===== src/rtl/load_mem_unit.sv =====
// Load unit: queues {tag, address} load requests, reads memory one at a time and broadcasts
// results on the CDB. Define LOAD_MEM_UNIT_STATS_EN to add the loadCount completion counter.
module load_mem_unit #(
  parameter int unsigned DEPTH  = 4,
  parameter int unsigned ADDR_W = 16,
  parameter int unsigned DATA_W = 16,
  parameter int unsigned TAG_W  = 3
) (
  input  logic              clock,
  input  logic              reset,
  input  logic              requestEnable,
  input  logic [TAG_W-1:0]  requestRegister,
  input  logic [ADDR_W-1:0] requestAddress,
  output logic              requestReady,
  output logic              memRead,
  output logic [ADDR_W-1:0] memAddress,
  input  logic              memAck,
  input  logic [DATA_W-1:0] memData,
  output logic              cdbValid,
  output logic [TAG_W-1:0]  cdbTag,
  output logic [DATA_W-1:0] cdbData,
  input  logic              cdbGrant
`ifdef LOAD_MEM_UNIT_STATS_EN
  ,
  output logic [15:0]       loadCount
`endif
);

  localparam int unsigned PTR_W = $clog2(DEPTH);
  localparam int unsigned CNT_W = $clog2(DEPTH) + 1;
  localparam logic [CNT_W-1:0] FullCnt = CNT_W'(DEPTH);

  typedef enum logic [1:0] {StIdle, StMem, StCdb} state_e;

  state_e            r_state;
  logic [TAG_W-1:0]  r_fifo_tag  [DEPTH];
  logic [ADDR_W-1:0] r_fifo_addr [DEPTH];
  logic [PTR_W-1:0]  r_wr_ptr;
  logic [PTR_W-1:0]  r_rd_ptr;
  logic [CNT_W-1:0]  r_count;
  logic [TAG_W-1:0]  r_lat_tag;
  logic              r_mem_read;
  logic [ADDR_W-1:0] r_mem_addr;
  logic              r_cdb_valid;
  logic [TAG_W-1:0]  r_cdb_tag;
  logic [DATA_W-1:0] r_cdb_data;

  logic w_full;
  logic w_empty;
  logic w_push;
  logic w_pop;

  assign w_full  = (r_count == FullCnt);
  assign w_empty = (r_count == '0);
  // Tag 0 means "no producer": the request is accepted but never queued.
  assign w_push  = requestEnable & ~w_full & (requestRegister != '0);
  // The head entry stays queued while its read is outstanding.
  assign w_pop   = (r_state == StMem) & memAck;

  assign requestReady = ~w_full;
  assign memRead      = r_mem_read;
  assign memAddress   = r_mem_addr;
  assign cdbValid     = r_cdb_valid;
  assign cdbTag       = r_cdb_tag;
  assign cdbData      = r_cdb_data;

  always_ff @(posedge clock) begin
    if (w_push) begin
      r_fifo_tag[r_wr_ptr]  <= requestRegister;
      r_fifo_addr[r_wr_ptr] <= requestAddress;
    end
  end

  always_ff @(posedge clock) begin
    if (!reset) begin
      r_wr_ptr <= '0;
      r_rd_ptr <= '0;
      r_count  <= '0;
    end else begin
      if (w_push) r_wr_ptr <= r_wr_ptr + PTR_W'(1);
      if (w_pop)  r_rd_ptr <= r_rd_ptr + PTR_W'(1);
      case ({w_push, w_pop})
        2'b10:   r_count <= r_count + CNT_W'(1);
        2'b01:   r_count <= r_count - CNT_W'(1);
        default: r_count <= r_count;
      endcase
    end
  end

  always_ff @(posedge clock) begin
    if (!reset) begin
      r_state     <= StIdle;
      r_lat_tag   <= '0;
      r_mem_read  <= 1'b0;
      r_mem_addr  <= '0;
      r_cdb_valid <= 1'b0;
      r_cdb_tag   <= '0;
      r_cdb_data  <= '0;
    end else begin
      case (r_state)
        StIdle: begin
          if (!w_empty) begin
            r_state    <= StMem;
            r_lat_tag  <= r_fifo_tag[r_rd_ptr];
            r_mem_addr <= r_fifo_addr[r_rd_ptr];
            r_mem_read <= 1'b1;
          end
        end
        StMem: begin
          if (memAck) begin
            r_state     <= StCdb;
            r_mem_read  <= 1'b0;
            r_cdb_valid <= 1'b1;
            r_cdb_tag   <= r_lat_tag;
            r_cdb_data  <= memData;
          end
        end
        StCdb: begin
          if (cdbGrant) begin
            r_state     <= StIdle;
            r_cdb_valid <= 1'b0;
          end
        end
        default: begin
          r_state     <= StIdle;
          r_mem_read  <= 1'b0;
          r_cdb_valid <= 1'b0;
        end
      endcase
    end
  end

`ifdef LOAD_MEM_UNIT_STATS_EN
  logic [15:0] r_load_count;

  assign loadCount = r_load_count;

  always_ff @(posedge clock) begin
    if (!reset) begin
      r_load_count <= '0;
    end else if ((r_state == StCdb) && cdbGrant) begin
      r_load_count <= r_load_count + 16'd1;
    end
  end
`endif

endmodule

===== config.mk =====
export PLATFORM = sky130hd
export DESIGN_NAME = load_mem_unit
export DESIGN_NICKNAME = d
export VERILOG_FILES = /design/src/rtl/load_mem_unit.sv
export SDC_FILE = /design/constraint.sdc
export NUM_CORES = 1
export LEC_CHECK = 0
export ABC_AREA = 0
export CORE_ASPECT_RATIO = 0.6
export CORE_MARGIN = 4
export CORE_UTILIZATION = 46
export DETAILED_ROUTE_END_ITERATION = 10
export PLACE_DENSITY = 0.73
export SYNTH_ARGS = -nofsm -noshare
export SYNTH_HDL_FRONTEND = slang
export SYNTH_SLANG_ARGS = --single-unit

===== constraint.sdc =====
create_clock -name clock -period 5.6 [get_ports clock]
set_input_delay 1.12 -clock clock [delete_from_list [all_inputs] [get_ports clock]]
set_output_delay 1.12 -clock clock [all_outputs]
set_load 0.02 [all_outputs]

==> results.sh <==
export IMPL_critPathSlowestCell="nand3b_1"
export IMPL_first_global_vias=2709
export IMPL_postSynthCellCount=288
export IMPL_syn_area_um2=4560
export IMPL_wirelength_um=9040
export IMPL_antenna_found_initial=0
export IMPL_yosys_top_cells_area="edfxtp_1 50%, dfxtp_1 22%, mux4_2 9.4%, a22o_1 3.6%, nand2_1 3.5%"
export IMPL_power_share_switching=0.266
export IMPL_drive_gt1_frac=0.125
export IMPL_dieArea_um2=11600
export IMPL_async_flop_share=0
export IMPL_syn_avg_cell_area_um2=15.8
export IMPL_final_seq_area_um2=3260
export IMPL_synth_edf_count=76
export IMPL_status="finished clean"
export IMPL_clk_pin_slew_ns=0.05
export IMPL_synth_top_family_by_area="multiplexers"
export IMPL_power_clock_fraction=0.364
export IMPL_fin_crit_sh=0.695
export IMPL_layout_commonest_cell="clkdlybuf4s50_1"
export IMPL_num_fill_cells=679
export IMPL_worstSetupPathType="in -> reg"
export IMPL_whs_ns=0.451
export IMPL_end_kind="flop"
export IMPL_layout_nets=416
export IMPL_muxShareOfSynthArea=0.100
export IMPL_ctsHoldBuffers=0
export IMPL_cts_made_buffers=17
export IMPL_cts_buffer_depth=2
export IMPL_hold_class="reg -> reg"
export IMPL_dp_hpwl_um=5690
export IMPL_grt_overflow=0
export IMPL_die_w_um=137
export IMPL_max_cap_violations=0
export IMPL_timing_slew_headroom=0.213
export IMPL_grt_pass1_wl_um=14300
export IMPL_p_comb_frac=0.206
export IMPL_synth_xor_area_frac=0.00576
export IMPL_core_area_um2=9430
export IMPL_cts_resized=0
export IMPL_p_seq_frac=0.430
export IMPL_report_final_slew_viol_count=0
export IMPL_grt_max_degree=30
export IMPL_yosys_area_top_type_share=0.500
export IMPL_final_cell_mix="77 x clkdlybuf4s50_1, 76 x edfxtp_1, 49 x dfxtp_1"
export IMPL_fin_crit_ns=3.89
export IMPL_yosysTopAreaCell="edfxtp_1"
export IMPL_synthAdderAreaFrac=0.0181
export IMPL_path_cells="clkdlybuf4s50_1 -> nand3b_1 -> inv_1 -> ha_1 -> fa_1 -> xnor2_1 -> or3_1 -> a21oi_1"
export IMPL_arrival_ns=4.22
export IMPL_cts_setup_buffers=0
export IMPL_numClockSinks=125
export IMPL_syn_nets=334
export IMPL_dieHeight_um=85.1
export IMPL_cts_tree="built"
export IMPL_crit_required_ns=5.93
export IMPL_final_hold_viol_count=0
export IMPL_final_setup_viol_count=0
export IMPL_fmax_mhz=257
export IMPL_rsz0062_at_grt="false"
export IMPL_start_util=0.484
export IMPL_switching_power_uw=735
export IMPL_via_count=2629
export IMPL_first_pass_iters=4
export IMPL_internal_power_mw=2.03
export IMPL_htreeDepth=4
export IMPL_cts_root_buffer="clkbuf_16"
export IMPL_multi_input_area_um2=1180
export IMPL_tns_ns=0
export IMPL_cp_max_fo=23
export IMPL_clk_latency_ns=0.40
export IMPL_critical_path_max_stage_delay_ns=0.67
export IMPL_synthFlopType="edfxtp_1"
export IMPL_irDropWorstVdd_uv=247
export IMPL_drc=0
export IMPL_tightestPinTransition_ns=1.17
export IMPL_synth_cell_type_count=28
export IMPL_n_antenna_cell=0
export IMPL_gp_congestion=0.697
export IMPL_synth_simple_area_share=0.0623
export IMPL_pin_count=78
export IMPL_synth_seq_cells=125
export IMPL_drt_iter0_drc=111
export IMPL_synth_compound_area_frac=0.0724
export IMPL_crit_path_start_kind="input port"
export IMPL_syn2layout_area_growth_pct=30.4
export IMPL_ys_seq_area_frac=0.715
export IMPL_worst_clock_skew_ns=0.0100
export IMPL_port_buffers=77
export IMPL_ant_nets=0
export IMPL_yosys_warnings=0
export IMPL_rows=27
export IMPL_via_per_inst=5.12
export IMPL_power_per_cell_area_nw_per_um2=464
export IMPL_leakagePower_nw=2.01
export IMPL_grt_use_total=0.165
export IMPL_wl_per_cell_um=17.6
[registers in the layout, summed over array words and instances, names as in the netlist]
register and cells:
cdbValid 1, r_fifo_addr 64, cdbData 16, r_count 3, r_lat_tag 3, r_state 2, r_fifo_tag 12, memRead 1
cdbTag 3, r_wr_ptr 2, memAddress 16, r_rd_ptr 2
[worst max-delay path: cells and delay by family]
kind	cells	cell delay (ns)
adders and majority gates	2	0.79
AOI/OAI and AO/OA	1	0.13
and+or+nand+nor	2	0.98
xor gates and xnor gates	1	0.14
buffers and inverters	2	1.05
[layout make-up]
class	instances	share of cell area
Timing Repair Buffer	78	0.131
Sequential cell	125	0.548
Inverter	6	0.00378
Tap cell	130	0.0273
Clock inverter	11	0.0172
Clock buffer	21	0.0740
Multi-Input combinational cell	142	0.198
[kinds of logic after synthesis]
family,Yosys count
fa+ha+maj,6
xor+xnor,3
compound gates,50
flops,125
simple gates,61
buf+inv,21
mux,22
[per-layer routing]
layer,routed length [um],vias up,share of wire,track usage
li1,-,1249,-,-
met1,4500,1299,0.50,0.236
met2,3990,73,0.44,0.236
met3,479,8,0.053,0.0569
met4,70,0,0.0077,0.0567
met5,0,-,0,0
[stage by stage]
step / instances / utilization / setup slack, ns / power (mW) / cell area, um^2
6_report: 513 / 0.631 / 1.71 / 2.76 / 5950
5_1_grt: 513 / 0.631 / 1.49 / 2.89 / 5950
4_1_cts: 513 / 0.631 / 1.74 / 2.79 / 5950
3_5_place_dp: 481 / 0.574 / 1.36 / 1.78 / 5410
3_3_place_gp: 481 / 0.574 / 1.51 / 1.77 / 5410
2_1_floorplan: 288 / - / 2.91 / 1.56 / 4560
[path summary, 6_finish.rpt]
path,end,start,depth (start not counted),slack (ns)
min reg2reg,cdbData[10],cdbData[10],2,0.45
max reg2reg,r_count[2],r_state[1],7,2.37
min,cdbData[10],cdbData[10],2,0.45
max,r_count[2],memAck,8,1.71
[power by group through the flow]
stage          combinational, mW  sequential, mW  clock (mW)
2_1_floorplan              0.300            1.26           0
3_3_place_gp               0.563            1.20           0
3_5_place_dp               0.575            1.21           0
4_1_cts                    0.577            1.19        1.02
5_1_grt                    0.620            1.21        1.06
6_report                   0.569            1.19        1.01
[cells in the mapped netlist, drive strengths merged, types with 2 or more instances]
| cell | n |
|---|---|
| edfxtp | 76 |
| dfxtp | 49 |
| nand2 | 43 |
| a21oi | 25 |
| a22o | 19 |
| mux4 | 19 |
| buf | 10 |
| inv | 6 |
| nor2 | 6 |
| clkbuf | 5 |
| ha | 5 |
| and2 | 4 |
| o21ai | 4 |
| mux2i | 3 |
| or3 | 3 |
| or3b | 2 |
| xnor2 | 2 |
(Power assumes the default switching activity.)
